$ cat config.mk
export PLATFORM = sky130hd
export DESIGN_NAME = port_device
export DESIGN_NICKNAME = d
export VERILOG_FILES = /design/src/rtl/port_device.sv
export SDC_FILE = /design/constraint.sdc
export NUM_CORES = 1
export LEC_CHECK = 0
export CAP_MARGIN = 20
export CORE_MARGIN = 2
export CORE_UTILIZATION = 55
export CTS_CLUSTER_SIZE = 30
export DETAILED_ROUTE_END_ITERATION = 10
export GPL_TIMING_DRIVEN = 0
export PLACE_DENSITY = 0.94
export SYNTH_ARGS = -nofsm -noshare
export SYNTH_HDL_FRONTEND = slang
export SYNTH_SLANG_ARGS = --single-unit
$ cat constraint.sdc
create_clock -name clk -period 3.35 [get_ports clk]
set_input_delay 0.335 -clock clk [delete_from_list [all_inputs] [get_ports clk]]
set_output_delay 0.335 -clock clk [all_outputs]
set_load 0.05 [all_outputs]
$ cat src/rtl/port_device.sv
// port_device: CPU port-bus responder (DATA/STATUS window) with an RX FIFO and a TX holding register.
// Define RX_OVERFLOW_FLAG_EN to add a sticky RX overflow flag in STATUS bit2.
module port_device #(
  parameter int WORD_SIZE  = 16,
  parameter int BASE_ADDR  = 16,
  parameter int FIFO_DEPTH = 4
) (
  input  logic                 clk,
  input  logic                 rst_n,
  input  logic [WORD_SIZE-1:0] portaddr,
  input  logic [WORD_SIZE-1:0] portval,
  input  logic                 get_enable,
  input  logic                 set_enable,
  output logic [WORD_SIZE-1:0] portout,
  output logic                 port_hit,
  input  logic [WORD_SIZE-1:0] rx_data,
  input  logic                 rx_valid,
  output logic                 rx_ready,
  output logic [WORD_SIZE-1:0] tx_data,
  output logic                 tx_valid,
  input  logic                 tx_ready
);
  localparam int AW = $clog2(FIFO_DEPTH);
  localparam int CW = $clog2(FIFO_DEPTH + 1);
  localparam logic [WORD_SIZE-1:0] DATA_ADDR = WORD_SIZE'(BASE_ADDR);
  localparam logic [WORD_SIZE-1:0] STAT_ADDR = DATA_ADDR + WORD_SIZE'(1);
  logic [WORD_SIZE-1:0] r_mem [FIFO_DEPTH];
  logic [AW-1:0]        r_rptr, r_wptr;
  logic [CW-1:0]        r_count;
  logic [WORD_SIZE-1:0] r_portout, r_tx_data;
  logic                 r_port_hit, r_tx_valid;
  logic                 w_is_data, w_is_stat, w_rd, w_wr, w_empty, w_pop, w_push, w_tx_load, w_ovf;
  logic [WORD_SIZE-1:0] w_status;
  assign w_is_data = portaddr == DATA_ADDR;
  assign w_is_stat = portaddr == STAT_ADDR;
  assign w_empty   = r_count == '0;
  assign rx_ready  = r_count != CW'(FIFO_DEPTH);
  assign w_rd      = get_enable && (w_is_data || w_is_stat);
  // a read strobe always wins over a simultaneous write strobe
  assign w_wr      = set_enable && !get_enable;
  assign w_pop     = get_enable && w_is_data && !w_empty;
  assign w_push    = rx_valid && rx_ready;
  assign w_tx_load = w_wr && w_is_data && (!r_tx_valid || tx_ready);
  assign w_status  = {{(WORD_SIZE-3){1'b0}}, w_ovf, r_tx_valid, !w_empty};
  assign portout   = r_portout;
  assign port_hit  = r_port_hit;
  assign tx_data   = r_tx_data;
  assign tx_valid  = r_tx_valid;
  always_ff @(posedge clk or negedge rst_n)
    if (!rst_n) begin
      r_portout  <= '0;
      r_port_hit <= 1'b0;
      r_tx_data  <= '0;
      r_tx_valid <= 1'b0;
      r_rptr     <= '0;
      r_wptr     <= '0;
      r_count    <= '0;
    end else begin
      r_port_hit <= (get_enable || set_enable) && (w_is_data || w_is_stat);
      if (w_rd) r_portout <= w_is_data ? (w_empty ? '0 : r_mem[r_rptr]) : w_status;
      if (w_tx_load) begin
        r_tx_data  <= portval;
        r_tx_valid <= 1'b1;
      end else if (tx_ready) r_tx_valid <= 1'b0;
      if (w_pop) r_rptr <= r_rptr + 1'b1;
      if (w_push) r_wptr <= r_wptr + 1'b1;
      r_count <= r_count + CW'(w_push) - CW'(w_pop);
    end
  always_ff @(posedge clk)
    if (w_push) r_mem[r_wptr] <= rx_data;
`ifdef RX_OVERFLOW_FLAG_EN
  logic r_ovf;
  always_ff @(posedge clk or negedge rst_n)
    if (!rst_n) r_ovf <= 1'b0;
    else r_ovf <= (rx_valid && !rx_ready) || (r_ovf && !(w_wr && w_is_stat));
  assign w_ovf = r_ovf;
`else
  assign w_ovf = 1'b0;
`endif
endmodule
==> summary.md, run 1 <==
| Metric | Value |
|---|---|
| First-pass GRT wire length | `12.4 mm` |
| Global Route Usage Sum | `19.6%` |
| Vias/cell | `5.47` |
| Initial core utilization | `57.5%` |
| Cells after synthesis | `245` |
| Fin crit period | `2.69 ns` |
| Placement Cell Area | `5230 um2` |
| Critical path buffer and inverter count | `3` |
| P_int | `0.00206 W` |
| Port Buffers | `88` |
| Peak Freq | `372 MHz` |
| # hold bufs at CTS | `0` |
| Cell family with most CP delay | `simple AND/OR/NAND/NOR gates` |
| Final setup fails | `0` |
| 1st-pass router iterations | `4` |
| P_leak | `2.11 nW` |
| Switching part of the total | `25.8%` |
| Crit-path slowest cell | `nor4b_4` |
| Final WL | `7.90 mm` |
| Commonest non-fill, non-tap cells in the layout | `clkdlybuf4s50_1, edfxtp_1, dfrtp_1, nand3_1, nand2_1` |
| Area of the mapped netlist | `4230 um2` |
| Number of global-route vias before repair | `2585` |
| Slew HR | `40.8%` |
| Synth cell types | `35` |
| Row cnt | `31` |
| DR iter-0 viols | `108` |
| Area grow syn2layout | `28.0%` |
| Synthesis Warnings | `0` |
| # clock sinks | `105` |
| Die X | `91.7 um` |
| Initial antenna violation count | `0` |
| HPWL after DPL | `5.69 mm` |
| Post-route ant nets | `0` |
| Net switching power | `0.000716 W` |
| Startpoint Class | `primary input` |
| VDD IR max | `0.325 mV` |
| Synth area leaders | `edfxtp_1, dfrtp_1, mux4_2` |
| Num CTS Buffers | `9` |
| Clk pwr share | `25.9%` |
| Postcts setup bufs | `0` |
| HP Class | `primary input to asynchronous set/reset pin` |
| Slew Viols, Final | `0` |
| Sequential area share after synthesis | `69.6%` |
| Worst path cell trace | `clkdlybuf4s50_1 -> nor4b_4 -> nor4b_4 -> nand2_1 -> inv_1 -> ha_1 -> inv_1 -> ha_1 -> fa_1 -> xnor2_1 -> xnor2_1` |
| Clock-pin slew on the worst setup and hold paths | `0.09 ns` |
| Post-synthesis register bit count | `105` |
| Reg power frac | `59.3%` |
| Post-CTS Resized | `0` |
| Diode count | `0` |
| Critical path fanouts, max | `7` |
| Finished Cell Area | `5420 um2` |
| Syn_area_per_cell | `17.3 um2` |
| Clock tree root buffer cell | `clkbuf_8` |
| Chip height | `91.7 um` |
| Commonest non-fill, non-tap cell in the layout | `clkdlybuf4s50_1` |
| CTS H-tree lvls | `3` |
| Fin nets | `405` |
| GR Overflow Total | `0` |
| DR WL/cell | `17.6 um` |
| Critical Path AT | `2.98 ns` |
| Via count | `2451` |
| Critical path's largest stage delay | `0.47 ns` |
| Max-cap violations | `0` |
| Setup CP Type | `primary input to flop` |
| Outcome | `finished, final reports clean` |
| Gpl congestion | `0.733` |
| Fin. Hold Viols | `0` |
| Actual slew at the worst max-slew pin | `0.888 ns` |
| Share of cells above drive strength 1 | `18.1%` |
| Skew-Pair Late Insertion Delay | `0.37 ns` |
| Core area | `7370 um2` |
| Placed cells | `432` |
| Worst setup EP type | `flop` |
| Die area | `8420 um2` |
| Non-Filler Instances | `448` |
| IO Count | `89` |
| Worst Skew | `0.0152 ns` |
| Share of power burned in combinational logic | `14.8%` |
| Pin count of the biggest net entering global routing | `42` |
| Cell taking the most area after synthesis | `edfxtp_1` |
| Final Hold Slack | `0.0827 ns` |
| Final clock period utilization by the worst path | `80.2%` |
| Total negative slack | `0 ns` |
| Net Count, Synth | `306` |
| Pwr dens | `512 nW/um2` |
| RSZ-0062 raised after global routing | `no` |
| CTS tree | `done` |
| # DRC | `0` |
| Share of the synthesized area in the top cell type | `45.4%` |
| Max clock buf depth | `2` |
| CP Data Required Time | `3.64 ns` |
kinds of logic after synthesis:
family	synth area share, %
fa+ha+maj	2.25
simple gates	7.95
flops	69.6
xor+xnor	1.03
mux	14.2
buf+inv	2.60
compound gates	2.39
area by class of cell:
class                      instances  area [um2]
clock inverter                     6        46.3
inverter                           9        33.8
buffer                            10        76.3
fill                             449        1950
tap                               99         124
multi-input combinational        121        1180
timing repair buffer              88         876
clock buffer                      10         138
sequential                       105        2950
layer usage:
layer  vias to the layer above  share of wire, %  track usage [%]
met4                         0               1.7             7.34
li1                       1116                 -                -
met1                      1232                41             24.9
met3                        14               6.5             4.93
met5                         -                 0                0
met2                        89                50             33.0
state kept, by name, indices dropped and copies added, names as in the netlist:
signal,cells
portout,16
r_mem,64
r_wptr,2
port_hit,1
r_count,3
tx_valid,1
tx_data,16
r_rptr,2
worst paths after layout:
check                       startpoint          to  slack, ns  cells past startpoint
min reg2reg                 portout[3]  portout[3]       0.51                      2
max reg2reg                 r_count[1]  r_count[2]       0.83                     10
max                        portaddr[7]  r_count[2]       0.66                     11
min                              rst_n  tx_data[1]       0.08                      1
min in group clk            portout[3]  portout[3]       0.51                      2
max in group asynchronous        rst_n    port_hit       2.70                      1
synthesized netlist by cell type:
cell type / count
mux4_2: 15
nand3_1: 17
nand4_2: 1
nor2_4: 1
nor2_1: 5
mux2_4: 10
nor2b_1: 1
edfxtp_1: 64
a2111oi_0: 1
buf_12: 1
nand4_1: 1
ha_1: 6
buf_6: 2
buf_2: 3
clkbuf_1: 2
a311oi_1: 1
mux2i_1: 1
nand3_2: 1
mux2_1: 2
buf_4: 1
nand2b_1: 1
buf_1: 1
and2_1: 1
mux2_2: 7
nor4b_4: 2
a22o_1: 1
xnor2_1: 5
and3_1: 5
o21ai_0: 15
dfrtp_1: 41
nand2_1: 16
fa_1: 1
nor3_1: 2
inv_1: 9
nor4_2: 2
power by group through the flow:
stage | Clock, W | Combinational (W) | Sequential [W]
global placement | 0 | 0.000391 | 0.00166
floorplan | 0 | 0.000244 | 0.00165
detailed placement | 0 | 0.000418 | 0.00168
finish | 0.000718 | 0.000411 | 0.00165
global route | 0.000778 | 0.000448 | 0.00166
CTS | 0.000734 | 0.000418 | 0.00165
metrics by stage:
| stage | setup slack [ns] | power (W) | util [%] |
|---|---|---|---|
| floorplan | 1.00 | 0.00189 | - |
| global placement | 0.333 | 0.00205 | 71.1 |
| CTS | 0.652 | 0.00280 | 73.5 |
| detailed placement | 0.263 | 0.00209 | 71.0 |
| finish | 0.662 | 0.00278 | 73.5 |
| global route | 0.475 | 0.00289 | 73.5 |
No activity file was read; power rests on OpenSTA's default activity.
==> run 2: changes to the inputs <==
Settings changed: CORE_UTILIZATION 55 to 46, PLACE_DENSITY 0.94 to 0.85.
Clock period 3.35 ns to 2.2 ns, I/O delays scaled along.
==> run 2 against run 1 <==
Effect of this change: the flow now finishes with violations (setup timing); core utilization shrank 11 points; non-clock buffer count grew 14; sequential share of layout area shrank 2.3 points; global-route usage shrank 2.9 points; clock power grew 67%; sequential power grew 53%; cell count grew 5.8%; highest routed layer unchanged; clock skew is essentially flat; worst hold slack gained 0.30 ns; count of clock-buffer cells in the layout shrank 1; die area grew 19%; register-to-register slack lost 0.84 ns.
==> summary.md, run 2 (synthesis gave the netlist of run 1 again) <==
| Metric | Value |
|---|---|
| Worst Skew | `0.0157 ns` |
| Reg-to-reg critical path startpoint | `r_count[0]` |
| Skew-Pair Late Insertion Delay | `0.37 ns` |
| 1st-pass router iterations | `4` |
| Slew Viols, Final | `0` |
| Commonest non-fill, non-tap cell in the layout | `clkdlybuf4s50_1` |
| Largest register FFs | `64` |
| Num CTS Buffers | `9` |
| Final WL | `8.28 mm` |
| Chip height | `99.9 um` |
| Placement Cell Area | `5260 um2` |
| Vias/cell | `5.20` |
| Final clock period utilization by the worst path | `100%` |
| Gpl congestion | `0.734` |
| Clock tree root buffer cell | `clkbuf_8` |
| Finished Cell Area | `5660 um2` |
| HP Class | `primary input to flop` |
| Max clock buf depth | `2` |
| HPWL after DPL | `5.34 mm` |
| Slew HR | `41.4%` |
| Pwr dens | `787 nW/um2` |
| Die X | `99.9 um` |
| Die area | `9990 um2` |
| Number of global-route vias before repair | `2431` |
| Fin. Hold Viols | `0` |
| Fin crit period | `2.21 ns` |
| Final WS setup | `-0.00795 ns` |
| # DRC | `0` |
| Commonest non-fill, non-tap cells in the layout | `clkdlybuf4s50_1, edfxtp_1, dfrtp_1, nand3_1` |
| Via count | `2466` |
| Final Power | `0.00445 W` |
| Share of cells above drive strength 1 | `24.2%` |
| Clock-pin slew on the worst setup and hold paths | `0.11 ns` |
| Diode count | `0` |
| Core area | `9060 um2` |
| GR Overflow Total | `0` |
| CTS tree | `done` |
| Initial antenna violation count | `0` |
| Global Route Usage Sum | `16.7%` |
| Worst setup EP type | `flop` |
| VDD IR max | `0.498 mV` |
| Most flops, register | `r_mem` |
| Launch point of the worst path | `r_count[0]` |
| Worst hold start | `portaddr[6]` |
| Actual slew at the worst max-slew pin | `0.879 ns` |
| Initial core utilization | `46.7%` |
| Area grow syn2layout | `33.6%` |
| Port Buffers | `88` |
| Post-route ant nets | `0` |
| IO Count | `89` |
| Fin nets | `419` |
| Critical path fanouts, max | `6` |
| Row cnt | `35` |
| # clock sinks | `105` |
| RSZ-0062 raised after global routing | `yes` |
| CTS H-tree lvls | `3` |
| Pin count of the biggest net entering global routing | `42` |
| First-pass GRT wire length | `12.5 mm` |
| Max-cap violations | `0` |
| Outcome | `complete, but fails checks` |
| DR iter-0 viols | `104` |
| Peak Freq | `453 MHz` |
| Setup CP Type | `flop to flop` |
| Final setup fails | `1` |
| DR WL/cell | `17.5 um` |
| Startpoint Class | `flop` |
| CP Data Required Time | `2.47 ns` |
| Failing checks | `setup timing` |
| Critical Path AT | `2.48 ns` |
| P_leak | `2.24 nW` |
run 2: cell count changes in the layout (fill, tap and decap cells not counted), sizes merged:
cell / before / now
dlygate4sd3: 0 / 1
clkdlybuf4s50: 87 / 82
clkinvlp: 0 / 1
clkbuf: 12 / 11
buf: 9 / 22
dlymetal6s2s: 0 / 5
inv: 13 / 12
bufinv: 0 / 1
run 2: path summary, 6_finish.rpt:
path | end | slack [ns] | cells past startpoint
min reg2reg | portout[1] | 0.51 | 1
max reg2reg | r_count[2] | -0.008 | 10
min in group asynchronous | tx_data[15] | 0.49 | 2
max | r_count[2] | -0.008 | 10
min | tx_valid | 0.39 | 5
max in group asynchronous | r_count[2] | 1.11 | 2
run 2: metal layers:
metal / vias up / track usage, % / share of wire, %
met5: - / 0 / 0
met4: 0 / 6.64 / 1.9
met3: 13 / 3.83 / 5.5
met2: 80 / 26.7 / 50
met1: 1229 / 22.5 / 43
li1: 1144 / - / -
run 2: report_power, final:
group	total (W)	internal [W]	switching, W	leakage (nW)
Combinational	0.000716	0.000327	0.000388	0.992
Clock	0.00120	0.000536	0.000667	0.101
Sequential	0.00253	0.00241	0.000121	1.15
run 2: timing repair:
item / in CTS / in global routing
hold buffers: 1 / 0
setup endpoints to repair: 2 / 2
endpoints found under the hold margin: 34 / 0
pin swaps: 3 / 11
setup buffers: 5 / 8
gates resized for setup: 4 / 16
run 2: metrics by stage:
| step | utilization, % | std cells | setup slack [ns] | hold slack [ns] | TNS [ns] |
|---|---|---|---|---|---|
| 2_1_floorplan | - | 245 | 0.000841 | -0.0756 | 0 |
| 3_3_place_gp | 58.1 | 444 | -0.674 | 0.483 | -2.73 |
| 3_5_place_dp | 58.0 | 444 | -0.735 | 0.385 | -1.66 |
| 4_1_cts | 61.0 | 466 | 0.000524 | 0.443 | 0 |
| 5_1_grt | 62.4 | 474 | -0.106 | 0.367 | -0.133 |
| 6_report | 62.4 | 474 | -0.00795 | 0.387 | -0.00795 |
run 2: area by class of cell:
type | count | area [um2]
repair buffers | 102 | 996
well taps | 111 | 139
clock buffers | 9 | 124
inverters | 9 | 33.8
flip-flops and latches | 105 | 2950
clock inverters | 7 | 75.1
fillers | 632 | 3410
multi-input cells | 121 | 1260
plain buffers | 10 | 80.1
run 2: worst max-delay path: stages, from the launching register on:
cell	delay (ns)
dfrtp_1	0.48
nor2_1	0.22
nand2_2	0.14
and2_4	0.19
inv_1	0.12
ha_4	0.15
inv_2	0.04
ha_4	0.15
fa_2	0.36
xnor2_2	0.15
xnor2_1	0.12
==> run 3: changes to the inputs <==
Settings changed: SKIP_CTS_REPAIR_TIMING from default to 1.
==> run 3 against run 2 <==
Effect of this change: worst hold slack worse by 0.44 ns; the flow finishes with violations (hold timing, setup timing); flip-flop and latch count stayed put; design area is 1.0% lower; global-route usage is 0.31 points lower.
==> summary.md, run 3 (synthesis gave the netlist of run 1 again) <==
| Metric | Value |
|---|---|
| Area grow syn2layout | `32.3%` |
| 1st-pass router iterations | `4` |
| Die area | `9990 um2` |
| Gpl congestion | `0.734` |
| Clock-pin slew on the worst setup and hold paths | `0.11 ns` |
| Vias/cell | `5.15` |
| Top Layer Used | `met4` |
| Initial core utilization | `46.7%` |
| Pwr dens | `788 nW/um2` |
| Max clock buf depth | `2` |
| IO Count | `89` |
| First-pass GRT wire length | `12.3 mm` |
| DR WL/cell | `17.3 um` |
| VDD IR max | `0.507 mV` |
| Share of cells above drive strength 1 | `23.2%` |
| Most flops, register | `r_mem` |
| Final clock period utilization by the worst path | `100%` |
| Via count | `2416` |
| CTS tree | `done` |
| Worst Skew | `0.0155 ns` |
| RSZ-0062 raised after global routing | `yes` |
| Layout Utilization | `61.8%` |
| Worst setup EP type | `flop` |
| # DRC | `0` |
| Post-route ant nets | `0` |
| Switching part of the total | `26.2%` |
| Diode count | `0` |
| HPWL after DPL | `5.34 mm` |
| DR iter-0 viols | `84` |
| Slew HR | `41.6%` |
| Number of global-route vias before repair | `2383` |
| P_leak | `2.21 nW` |
| Failing checks | `hold timing, setup timing` |
| Final WL | `8.12 mm` |
| Net switching power | `0.00116 W` |
| # clock sinks | `105` |
| Global Route Usage Sum | `16.4%` |
| Reg-to-reg critical path startpoint | `r_count[0]` |
| Pin count of the biggest net entering global routing | `42` |
| Fillers | `646` |
| Critical path fanouts, max | `6` |
| Row cnt | `35` |
| WL met2 | `4.15 mm` |
| Peak Freq | `453 MHz` |
| Startpoint Class | `primary input` |
| Num CTS Buffers | `9` |
| HP Class | `primary input to asynchronous set/reset pin` |
| Skew-Pair Late Insertion Delay | `0.37 ns` |
| Fin crit period | `2.21 ns` |
| R2R depth | `11` |
| Initial antenna violation count | `0` |
| Metal1 wirelength | `3.38 mm` |
| Chip height | `99.9 um` |
| Routed wl met3 | `515 um` |
| Final WS setup | `-0.00792 ns` |
| CTS H-tree lvls | `3` |
| Clk pwr share | `27.3%` |
| CP Data Required Time | `2.47 ns` |
| Core area | `9060 um2` |
| Largest register FFs | `64` |
| Final Hold Slack | `-0.0508 ns` |
| Setup CP Type | `primary input to flop` |
| Commonest non-fill, non-tap cell in the layout | `clkdlybuf4s50_1` |
| Finished Cell Area | `5600 um2` |
| Actual slew at the worst max-slew pin | `0.877 ns` |
| Clock tree root buffer cell | `clkbuf_8` |
| Placement Cell Area | `5260 um2` |
| Commonest non-fill, non-tap cells in the layout | `clkdlybuf4s50_1, edfxtp_1, dfrtp_1, nand3_1` |
| Slew Viols, Final | `0` |
| Reg power frac | `57.2%` |
| Fin nets | `414` |
| Max-cap violations | `0` |
| Fin. Hold Viols | `41` |
| Outcome | `complete, but fails checks` |
| GR Overflow Total | `0` |
| Total negative slack | `-0.00792 ns` |
| Share of power burned in combinational logic | `15.5%` |
| P_int | `0.00326 W` |
| Die X | `99.9 um` |
| Reg2Reg Setup Slack | `0 ns` |
| Critical Path AT | `2.48 ns` |
| Port Buffers | `88` |
| Final setup fails | `1` |
| Crit Reg-Reg Endpoint | `r_count[2]` |
==> run 3: how the worst max path moves through the flow <==
stage,startpoint,end
finish,portaddr[4],r_count[2]
global route,portaddr[4],r_count[2]
CTS,portaddr[14],r_count[2]
detailed placement,portaddr[14],r_count[2]
global placement,portaddr[14],r_count[2]
floorplan,portaddr[14],r_count[2]
==> run 3: power by group through the flow <==
| stage | clock network (W) | registers (W) | logic, W |
|---|---|---|---|
| finish | 0.00121 | 0.00253 | 0.000683 |
| global route | 0.00132 | 0.00255 | 0.000756 |
| CTS | 0.00122 | 0.00251 | 0.000635 |
| detailed placement | 0 | 0.00255 | 0.000635 |
| global placement | 0 | 0.00253 | 0.000607 |
| floorplan | 0 | 0.00252 | 0.000380 |
==> run 3: final cells by class <==
| type | instances | area [um2] | area share (%) |
|---|---|---|---|
| sequential | 105 | 2950 | 52.6 |
| tap | 111 | 139 | 2.48 |
| clock buffer | 9 | 124 | 2.21 |
| clock inverter | 7 | 75.1 | 1.34 |
| buffer | 10 | 80.1 | 1.43 |
| inverter | 9 | 33.8 | 0.603 |
| timing repair buffer | 97 | 955 | 17.0 |
| multi-input combinational | 121 | 1250 | 22.3 |
==> run 3: metrics by stage <==
step | power [W] | instances | setup slack, ns | hold slack, ns
floorplan | 0.00290 | 245 | 0.000841 | -0.0756
global placement | 0.00314 | 444 | -0.674 | 0.483
detailed placement | 0.00318 | 444 | -0.735 | 0.385
CTS | 0.00437 | 460 | -0.346 | -0.0199
global route | 0.00462 | 469 | -0.0829 | 0.0232
finish | 0.00441 | 469 | -0.00792 | -0.0508
==> run 3: per-layer routing <==
| metal | global-route usage [%] | vias up |
|---|---|---|
| met2 | 26.1 | 87 |
| met5 | 0 | - |
| met4 | 6.64 | 0 |
| met1 | 22.2 | 1190 |
| li1 | - | 1133 |
| met3 | 3.69 | 6 |
==> run 3: critical path, stage by stage <==
cell	delay, ns
clkdlybuf4s50_1	0.46
nor4b_4	0.28
nor4b_4	0.28
buf_6	0.17
nand2_4	0.05
inv_2	0.06
ha_4	0.12
inv_2	0.03
ha_2	0.17
fa_2	0.37
xnor2_2	0.14
xnor2_1	0.12
